==> src/rtl/polaris_uart_pkg.sv <==
// Shared types and constants for the Polaris UART receive path.
package polaris_uart_pkg;

  localparam int UART_DIV_W   = 12;
  localparam int UART_DIV_MIN = 4;
  localparam int UART_DATA_W  = 8;

  typedef enum logic [1:0] {
    RX_IDLE  = 2'd0,
    RX_START = 2'd1,
    RX_DATA  = 2'd2,
    RX_STOP  = 2'd3
  } rx_state_e;

endpackage

==> src/rtl/polaris_uart_rx_fifo.sv <==
// Generic synchronous FIFO with wrap-bit pointers; pop on empty is ignored,
// push on full only lands when a pop frees the slot in the same cycle.
module polaris_uart_rx_fifo #(
  parameter int DEPTH = 16,
  parameter int WIDTH = 8
) (
  input  logic                     clk_i,
  input  logic                     rst_i,
  input  logic                     push_i,
  input  logic [WIDTH-1:0]         push_data_i,
  input  logic                     pop_i,
  output logic [WIDTH-1:0]         head_o,
  output logic [$clog2(DEPTH):0]   count_o,
  output logic                     full_o,
  output logic                     empty_o
);

  localparam int AW = $clog2(DEPTH);

  logic [WIDTH-1:0] mem_q [DEPTH];
  logic [AW:0]      wr_q;
  logic [AW:0]      rd_q;
  logic             do_push;
  logic             do_pop;

  assign empty_o = (wr_q == rd_q);
  assign full_o  = (wr_q[AW] != rd_q[AW]) && (wr_q[AW-1:0] == rd_q[AW-1:0]);
  assign count_o = wr_q - rd_q;
  assign head_o  = mem_q[rd_q[AW-1:0]];
  assign do_pop  = pop_i && !empty_o;
  assign do_push = push_i && (!full_o || do_pop);

  // Pointer bookkeeping; extra MSB distinguishes full from empty.
  always_ff @(posedge clk_i or posedge rst_i) begin
    if (rst_i) begin
      wr_q <= '0;
      rd_q <= '0;
    end else begin
      if (do_push) wr_q <= wr_q + 1'b1;
      if (do_pop)  rd_q <= rd_q + 1'b1;
    end
  end

  // Storage array; contents are don't-care until written.
  always_ff @(posedge clk_i) begin
    if (do_push) mem_q[wr_q[AW-1:0]] <= push_data_i;
  end

endmodule

==> src/rtl/polaris_uart_rx.sv <==
// Polaris UART receiver: pin synchroniser, 8N1 deserialiser FSM, RX byte FIFO
// and sticky overrun flag.
module polaris_uart_rx
  import polaris_uart_pkg::*;
#(
  parameter int RX_DEPTH = 16,
  parameter int SYNC_FF  = 2
) (
  input  logic                        uart_clock_i,
  input  logic                        uart_reset_i,
  input  logic                        rx_en_i,
  input  logic [UART_DIV_W-1:0]       clk_div_i,
  input  logic                        uart_rx_i,
  input  logic                        rx_read_i,
  output logic [UART_DATA_W-1:0]      rx_data_o,
  output logic                        rx_empty_o,
  output logic                        rx_full_o,
  output logic [$clog2(RX_DEPTH):0]   rx_count_o,
  output logic                        rx_busy_o,
  output logic                        frame_err_o,
  output logic                        overrun_o,
  input  logic                        overrun_clr_i
);

  logic [SYNC_FF-1:0]     sync_q;
  logic                   rxs;
  logic                   rxs_q;
  rx_state_e              state_q;
  logic [UART_DIV_W-1:0]  div_q;
  logic [UART_DIV_W-1:0]  cnt_q;
  logic [2:0]             idx_q;
  logic [UART_DATA_W-1:0] sr_q;
  logic                   ferr_q;
  logic                   ovr_q;
  logic                   active;
  logic                   push;
  logic                   ovr_set;

  assign rxs     = sync_q[SYNC_FF-1];
  assign active  = rx_en_i && (clk_div_i >= UART_DIV_W'(UART_DIV_MIN));
  // Stop bit sampled high: the assembled byte goes straight into the FIFO.
  assign push    = active && (state_q == RX_STOP) && (cnt_q == '0) && rxs;
  assign ovr_set = push && rx_full_o && !rx_read_i;

  assign rx_busy_o   = (state_q != RX_IDLE);
  assign frame_err_o = ferr_q;
  assign overrun_o   = ovr_q;

  // Pin synchroniser plus one extra delayed copy for falling-edge detection.
  always_ff @(posedge uart_clock_i or posedge uart_reset_i) begin
    if (uart_reset_i) begin
      sync_q <= '1;
      rxs_q  <= 1'b1;
    end else begin
      sync_q <= {sync_q[SYNC_FF-2:0], uart_rx_i};
      rxs_q  <= rxs;
    end
  end

  // Frame FSM: mid-bit sampling driven by a per-frame latched divider.
  always_ff @(posedge uart_clock_i or posedge uart_reset_i) begin
    if (uart_reset_i) begin
      state_q <= RX_IDLE;
      div_q   <= '0;
      cnt_q   <= '0;
      idx_q   <= '0;
      sr_q    <= '0;
      ferr_q  <= 1'b0;
    end else begin
      ferr_q <= 1'b0;
      if (!active) begin
        state_q <= RX_IDLE;
      end else begin
        case (state_q)
          RX_IDLE: begin
            if (rxs_q && !rxs) begin
              state_q <= RX_START;
              div_q   <= clk_div_i;
              cnt_q   <= (clk_div_i >> 1) - 1'b1;
            end
          end
          RX_START: begin
            if (cnt_q == '0) begin
              if (rxs) begin
                state_q <= RX_IDLE;
              end else begin
                state_q <= RX_DATA;
                cnt_q   <= div_q - 1'b1;
                idx_q   <= '0;
              end
            end else begin
              cnt_q <= cnt_q - 1'b1;
            end
          end
          RX_DATA: begin
            if (cnt_q == '0) begin
              sr_q  <= {rxs, sr_q[UART_DATA_W-1:1]};
              cnt_q <= div_q - 1'b1;
              if (idx_q == 3'd7) state_q <= RX_STOP;
              else               idx_q   <= idx_q + 1'b1;
            end else begin
              cnt_q <= cnt_q - 1'b1;
            end
          end
          RX_STOP: begin
            // Return to IDLE mid-stop-bit so a back-to-back start edge is seen.
            if (cnt_q == '0) begin
              state_q <= RX_IDLE;
              ferr_q  <= !rxs;
            end else begin
              cnt_q <= cnt_q - 1'b1;
            end
          end
          default: state_q <= RX_IDLE;
        endcase
      end
    end
  end

  // Sticky overrun: a set in the same cycle as a clear wins.
  always_ff @(posedge uart_clock_i or posedge uart_reset_i) begin
    if (uart_reset_i)       ovr_q <= 1'b0;
    else if (ovr_set)       ovr_q <= 1'b1;
    else if (overrun_clr_i) ovr_q <= 1'b0;
  end

  polaris_uart_rx_fifo #(
    .DEPTH (RX_DEPTH),
    .WIDTH (UART_DATA_W)
  ) u_fifo (
    .clk_i       (uart_clock_i),
    .rst_i       (uart_reset_i),
    .push_i      (push),
    .push_data_i (sr_q),
    .pop_i       (rx_read_i),
    .head_o      (rx_data_o),
    .count_o     (rx_count_o),
    .full_o      (rx_full_o),
    .empty_o     (rx_empty_o)
  );

endmodule

==> config.mk <==
export PLATFORM = sky130hd
export DESIGN_NAME = polaris_uart_rx
export DESIGN_NICKNAME = d
export VERILOG_FILES = /design/src/rtl/polaris_uart_pkg.sv /design/src/rtl/polaris_uart_rx_fifo.sv /design/src/rtl/polaris_uart_rx.sv
export SDC_FILE = /design/constraint.sdc
export NUM_CORES = 1
export LEC_CHECK = 0
export ABC_AREA = 1
export ABC_CLOCK_PERIOD_IN_PS = 3200
export CAP_MARGIN = 20
export CORE_UTILIZATION = 40
export CTS_CLUSTER_SIZE = 14
export DETAILED_ROUTE_END_ITERATION = 10
export PLACE_DENSITY = 0.59
export RECOVER_POWER = 50
export SETUP_SLACK_MARGIN = 0.3
export SKIP_CTS_REPAIR_TIMING = 1
export SLEW_MARGIN = 25
export SYNTH_ARGS = -nofsm -noshare
export SYNTH_HDL_FRONTEND = slang
export SYNTH_SLANG_ARGS = --single-unit
==> constraint.sdc <==
create_clock -name uart_clock_i -period 3.2 [get_ports uart_clock_i]
set_input_delay 0.64 -clock uart_clock_i [delete_from_list [all_inputs] [get_ports uart_clock_i]]
set_output_delay 0.64 -clock uart_clock_i [all_outputs]
set_load 0.01 [all_outputs]
==> Word level (Yosys, flattened, before mapping) <==
Memories as Yosys holds them, arrays and structs flattened.
Cells that the tools add are included.
{ "word_totals": {"wordCells": 90, "reg_bits": 52, "ram_bits": 128, "n_memories": 1} }
{ "op_classes": {"mux": 26, "order_cmp": 1, "addsub": 7, "eq_ne": 19, "reduce_logical": 25} }
{ "mem_list": {"columns": ["memory", "depth", "width", "read_ports", "rd_ports_with_merged_regs", "wr", "line_no", "source"], "rows": [
  ["u_fifo.mem_q", 16, 8, 1, 0, 1, "polaris_uart_rx_fifo.sv:20", "logic [WIDTH-1:0] mem_q [DEPTH];"]
]} }
{ "ops": {"columns": ["op", "n"], "rows": [
  ["$mux W12", 5],
  ["$pmux W12 S4", 1],
  ["$sub A12 B1 Y12 const B", 2],
  ["$ne A3 B3 Y1 const B", 5],
  ["$mux W2", 7],
  ["$ge A12 B3 Y1 const B", 1],
  ["$logic_not A12 Y1", 1],
  ["$mux W3", 4],
  ["$ne A2 B2 Y1 const B", 6],
  ["$sub A11 B1 Y12 const B", 1],
  ["$add A5 B1 Y5 const B", 2],
  ["$logic_and A1 B1 Y1", 10],
  ["$pmux W2 S4", 1],
  ["$mux W1", 7],
  ["$pmux W3 S2", 1],
  ["$reduce_and A3 Y1", 2],
  ["$reduce_and A6 Y1", 1],
  ["$reduce_bool A2 Y1", 3],
  ["$eq A5 B5 Y1", 1],
  ["$reduce_and A5 Y1", 1],
  ["$sub A5 B5 Y5", 1],
  ["$eq A2 B2 Y1 const B", 2],
  ["$eq A4 B4 Y1", 1],
  ["$logic_not A1 Y1", 4],
  ["other kinds (8)", 8]
]} }

==> Longest topological paths before layout <==
{ "logic_depth": {"depth_word": 8, "ltp_mapped": 12} }

==> Modules after synthesis <==
From an unflattened synthesis, not the netlist that was laid out.
{ "hier_totals": {"hier_cells": 1090, "area_unflattened_um2": 9392.8} }
{ "by_module_without_submodules": {"columns": ["mod", "area_each_um2", "instances", "cells_each"], "rows": [
  ["polaris_uart_rx_fifo", 6478.7, 1, 678],
  ["polaris_uart_rx", 2914.0, 1, 412]
]} }

==> Worst setup path after synthesis <==
OpenSTA, ideal clock, no wires.
{ "synth_timing": {"path_type": "reg2reg", "from": "register u_fifo.rd_q[1]", "to": "memory u_fifo.mem_q[0][0] (enable)", "arrival_time_ps": 2091, "setup_slack_ps": 738, "n_path_buf": 1, "path_stages_with_launch": 11, "setup_time_ps": 370, "period_less_slack_ps": 2462, "cell_sequence": "dfrtp_1 > inv_1 > clkbuf_1 > ha_1 > nand4_1 > inv_1 > nand2_1 > inv_1 > nand2_4 > nand4_2 > nor2_1"} }
{ "synth_between": {"elab_chain_len": 7, "elab_cells_between_ends": 10, "classes_between": "eq/ne: 2; mux: 2; reduce/logical: 6"} }
{ "synth_lines": {"columns": ["element", "line_no", "source"], "rows": [
  ["from (decl)", "polaris_uart_rx_fifo.sv:22", "logic [AW:0] rd_q;"],
  ["from (signal assigned)", "polaris_uart_rx_fifo.sv:40", "if (do_pop) rd_q <= rd_q + 1'b1;"],
  ["$eq A4 B4 Y1", "polaris_uart_rx_fifo.sv:27", "assign full_o = (wr_q[AW] != rd_q[AW]) && (wr_q[AW-1:0] == rd_q[AW-1:0]);"],
  ["$logic_and A1 B1 Y1", "polaris_uart_rx_fifo.sv:27", null],
  ["named net rx_full_o", "polaris_uart_rx.sv:17", "output logic rx_full_o,"],
  ["$logic_not A1 Y1", "polaris_uart_rx_fifo.sv:31", "assign do_push = push_i && (!full_o || do_pop);"],
  ["$logic_or A1 B1 Y1", "polaris_uart_rx_fifo.sv:31", null],
  ["$logic_and A1 B1 Y1", "polaris_uart_rx_fifo.sv:31", null],
  ["$mux W1", "polaris_uart_rx_fifo.sv:46", "if (do_push) mem_q[wr_q[AW-1:0]] <= push_data_i;"],
  ["$mux W1 (implied by the code)", "polaris_uart_rx_fifo.sv:46", null],
  ["to (decl)", "polaris_uart_rx_fifo.sv:20", null]
]} }
The timed path passes the listed nets, and every way through them passes these cells.

==> Final worst setup path <==
{ "layout_timing": {"from": "register u_fifo.rd_q[0]", "to": "output rx_data_o[3]"} }
{ "layout_between": {"elab_chain_len": 1} }
{ "layout_lines": {"columns": ["element", "line_no", "source"], "rows": [
  ["$mem_v2 Z16 W8", null, null],
  ["to (decl)", "polaris_uart_rx.sv:15", "output logic [UART_DATA_W-1:0] rx_data_o,"]
]} }
Every way passes these cells.

==> results.sh <==
export IMPL_status="complete, no violations"
export IMPL_gp_congestion=0.897
export IMPL_fin_skew_ns=0.00861
export IMPL_synthXorXnorAreaFrac=0.0230
export IMPL_power_per_cell_area_nw_per_um2=781
export IMPL_coreArea_um2=21200
export IMPL_crit_top_cell="nand3_1"
export IMPL_place_ws_ns=0.215
export IMPL_synthesis_area_um2=8750
export IMPL_start_util=0.413
export IMPL_finalPower_mw=8.00
export IMPL_cp_end_kind="output port"
export IMPL_seq_area_um2=5150
export IMPL_startpoint_type="flop"
export IMPL_ant_nets=0
export IMPL_syn_nets=924
export IMPL_reg2reg_from="u_fifo.rd_q[3]"
export IMPL_clock_power_share=0.255
export IMPL_drc_errors=0
export IMPL_synth_top_family_by_area="simple AND/OR/NAND/NOR gates"
export IMPL_fin_ws_ns=0.162
export IMPL_drive_gt1_frac=0.110
export IMPL_grtUsageTotal=0.211
export IMPL_hold_path_class="reg2reg"
export IMPL_final_max_slew_viol_count=0
export IMPL_die_h_um=150
export IMPL_synth_edff_count=128
export IMPL_slew_headroom=0.0905
export IMPL_synthCells=886
export IMPL_grt_antenna_before_repair=0
export IMPL_first_pass_iters=5
export IMPL_root_buffer="clkbuf_16"
export IMPL_htree_levels=4
export IMPL_cts_tree="built"
export IMPL_mostFrequentLayoutCell="nand2_1"
export IMPL_synthSimpleGateAreaFrac=0.202
export IMPL_synth_compound_area_frac=0.107
export IMPL_first_iter_violations=486
export IMPL_irDropWorstVdd_mv=0.413
export IMPL_tightest_slew_ns=1.36
export IMPL_critical_path_arrival_ns=2.40
export IMPL_setup_violations=0
export IMPL_final_cell_mix="nand2_1, nor2_1, edfxtp_1"
export IMPL_setup_tns_final_ns=0
export IMPL_grt_max_degree=66
export IMPL_max_freq_mhz=329
export IMPL_startpoint="u_fifo.rd_q[0]"
export IMPL_nets=982
export IMPL_io_buffers=35
export IMPL_sw_frac_of_total=0.372
export IMPL_crit_path_max_incr_delay_ns=0.54
export IMPL_timing_final_crit_share=0.950
export IMPL_cts_buffer_depth=2
export IMPL_area_delta_synth_final_pct=17.0
export IMPL_yosysSeqAreaShare=0.588
export IMPL_synth_main_ff_cell="edfxtp_1"
export IMPL_grt_pass1_vias=6249
export IMPL_cts_sinks=180
export IMPL_routedWlPerCell_um=18.5
export IMPL_rsz0062_at_grt="yes"
export IMPL_muxShareOfSynthArea=0
export IMPL_cts_clk_slew_worst_paths_ns=0.07
export IMPL_cts_made_buffers=17
export IMPL_placementRows=53
export IMPL_wl_um=22800
export IMPL_synth_fa_ha_area_frac=0.0294
export IMPL_max_cap_violations=0
export IMPL_seqPwrFrac=0.358
export IMPL_cp_num_buf_inv=3
export IMPL_slowest_stage="clkdlybuf4s50_1"
export IMPL_hold_viol_final=0
export IMPL_worstPathMaxFanout=14
export IMPL_hp_start="sync_q[0]"
export IMPL_p_leak_nw=4.21
export IMPL_grt_pass1_wl_um=35100
export IMPL_vias_per_cell=5.30
export IMPL_ys_warn_count=0
export IMPL_pwr_share_comb=0.388
export IMPL_fill_cells=2020
export IMPL_syn_area_per_cell_um2=9.88
export IMPL_synth_seq_cells=180
export IMPL_multi_input_area_um2=3170
export IMPL_min_period_ns=3.04
export IMPL_crit_family="buffers and inverters"
export IMPL_synthArstFlopShare=0.289
export IMPL_intPower_mw=5.02
export IMPL_dp_hpwl_um=15300
export IMPL_num_vias=6528
export IMPL_power_switching_mw=2.98
export IMPL_overflow=0
export IMPL_cp_data_required_time_ns=2.56
export IMPL_crit_type="reg2out"
export IMPL_worstPathCellList="inv_6 > buf_12 > o21ai_0 > o221ai_1 > nand3_1 > nand3_1 > clkdlybuf4s50_1"
export IMPL_diodes=0
export IMPL_io_pins=36
export IMPL_ys_types=44
export IMPL_clk_latency_ns=0.43
export IMPL_die_x_um=150
export IMPL_die_area_um2=22500
cells in the mapped netlist (all sizes together), types with 14 or more instances:
cell type	instances	share of area
inv	67	0.029
xor2	14	0.014
nor2	147	0.069
edfxtp	128	0.44
nand3	65	0.040
a21oi	24	0.014
nand2	165	0.073
dfrtp	49	0.14
o22ai	20	0.014
ha	19	0.027
clkbuf	21	0.011
o21ai	98	0.056
logic make-up (layout without fill, tap and decap cells):
| kind of cell | Yosys count | count (layout) |
|---|---|---|
| compound gates | 165 | 165 |
| xor+xnor | 23 | 23 |
| fa+ha+maj | 20 | 20 |
| buf+inv | 102 | 173 |
| flops | 180 | 180 |
| simple gates | 396 | 396 |
state kept, by name (all words and copies together) (netlist names):
signal and flops:
sr_q 8, u_fifo.mem_q 128, cnt_q 12, idx_q 3, sync_q 2, frame_err_o 1, u_fifo.wr_q 5, div_q 12
overrun_o 1, state_q 2, u_fifo.rd_q 5, rxs_q 1
layer usage:
| layer | up-vias | routed length (µm) | global-route usage |
|---|---|---|---|
| met1 | 3097 | 9660 | 0.269 |
| met4 | 0 | 616 | 0.0773 |
| met3 | 39 | 1200 | 0.0384 |
| met2 | 229 | 11300 | 0.358 |
| met5 | - | 0 | 0 |
| li1 | 3163 | - | - |
worst paths after layout:
path                                 endpoint  slack, ns  depth (start not counted)
hold reg to reg                     sync_q[1]       0.37                          0
setup / recovery                 rx_data_o[3]       0.16                          7
setup reg to reg           u_fifo.mem_q[8][5]       0.35                         10
min in group asynchronous            div_q[0]       1.09                          3
hold / removal                      sync_q[1]       0.37                          0
max in group asynchronous      u_fifo.rd_q[0]       1.17                          3
worst reg2reg max path, cell delays in order (launching register included):
cell	delay, ns
dfrtp_1	0.39
inv_1	0.22
ha_1	0.44
nand4_1	0.21
buf_4	0.20
o21ai_2	0.11
clkbuf_1	0.36
nand2_4	0.18
nand4_2	0.24
nor2_1	0.08
buf_4	0.18
metrics by stage:
step	hold slack [ns]	cells	util	cell area [µm²]
CTS	0.365	1225	0.475	10100
detailed placement	0.352	1193	0.448	9510
finish	0.365	1232	0.483	10200
global route	0.371	1232	0.483	10200
floorplan	0.345	886	-	8750
global placement	0.346	1193	0.448	9510
power by group through the flow:
stage | clock (mW) | sequential [mW] | combinational [mW]
after floorplan | 0 | 2.85 | 1.95
after global placement | 0 | 2.90 | 2.93
after detailed placement | 0 | 2.90 | 2.93
after CTS | 2.06 | 2.86 | 2.94
after global routing | 2.15 | 2.89 | 3.45
final | 2.04 | 2.86 | 3.10
area by class of cell:
cell class	count	area share
sequential	180	0.503
multi-input combinational	604	0.310
timing repair buffer	73	0.0723
clock buffer	23	0.0467
tap	275	0.0336
inverter	68	0.0254
clock inverter	9	0.00929
Power figures use the tool's default switching activity.
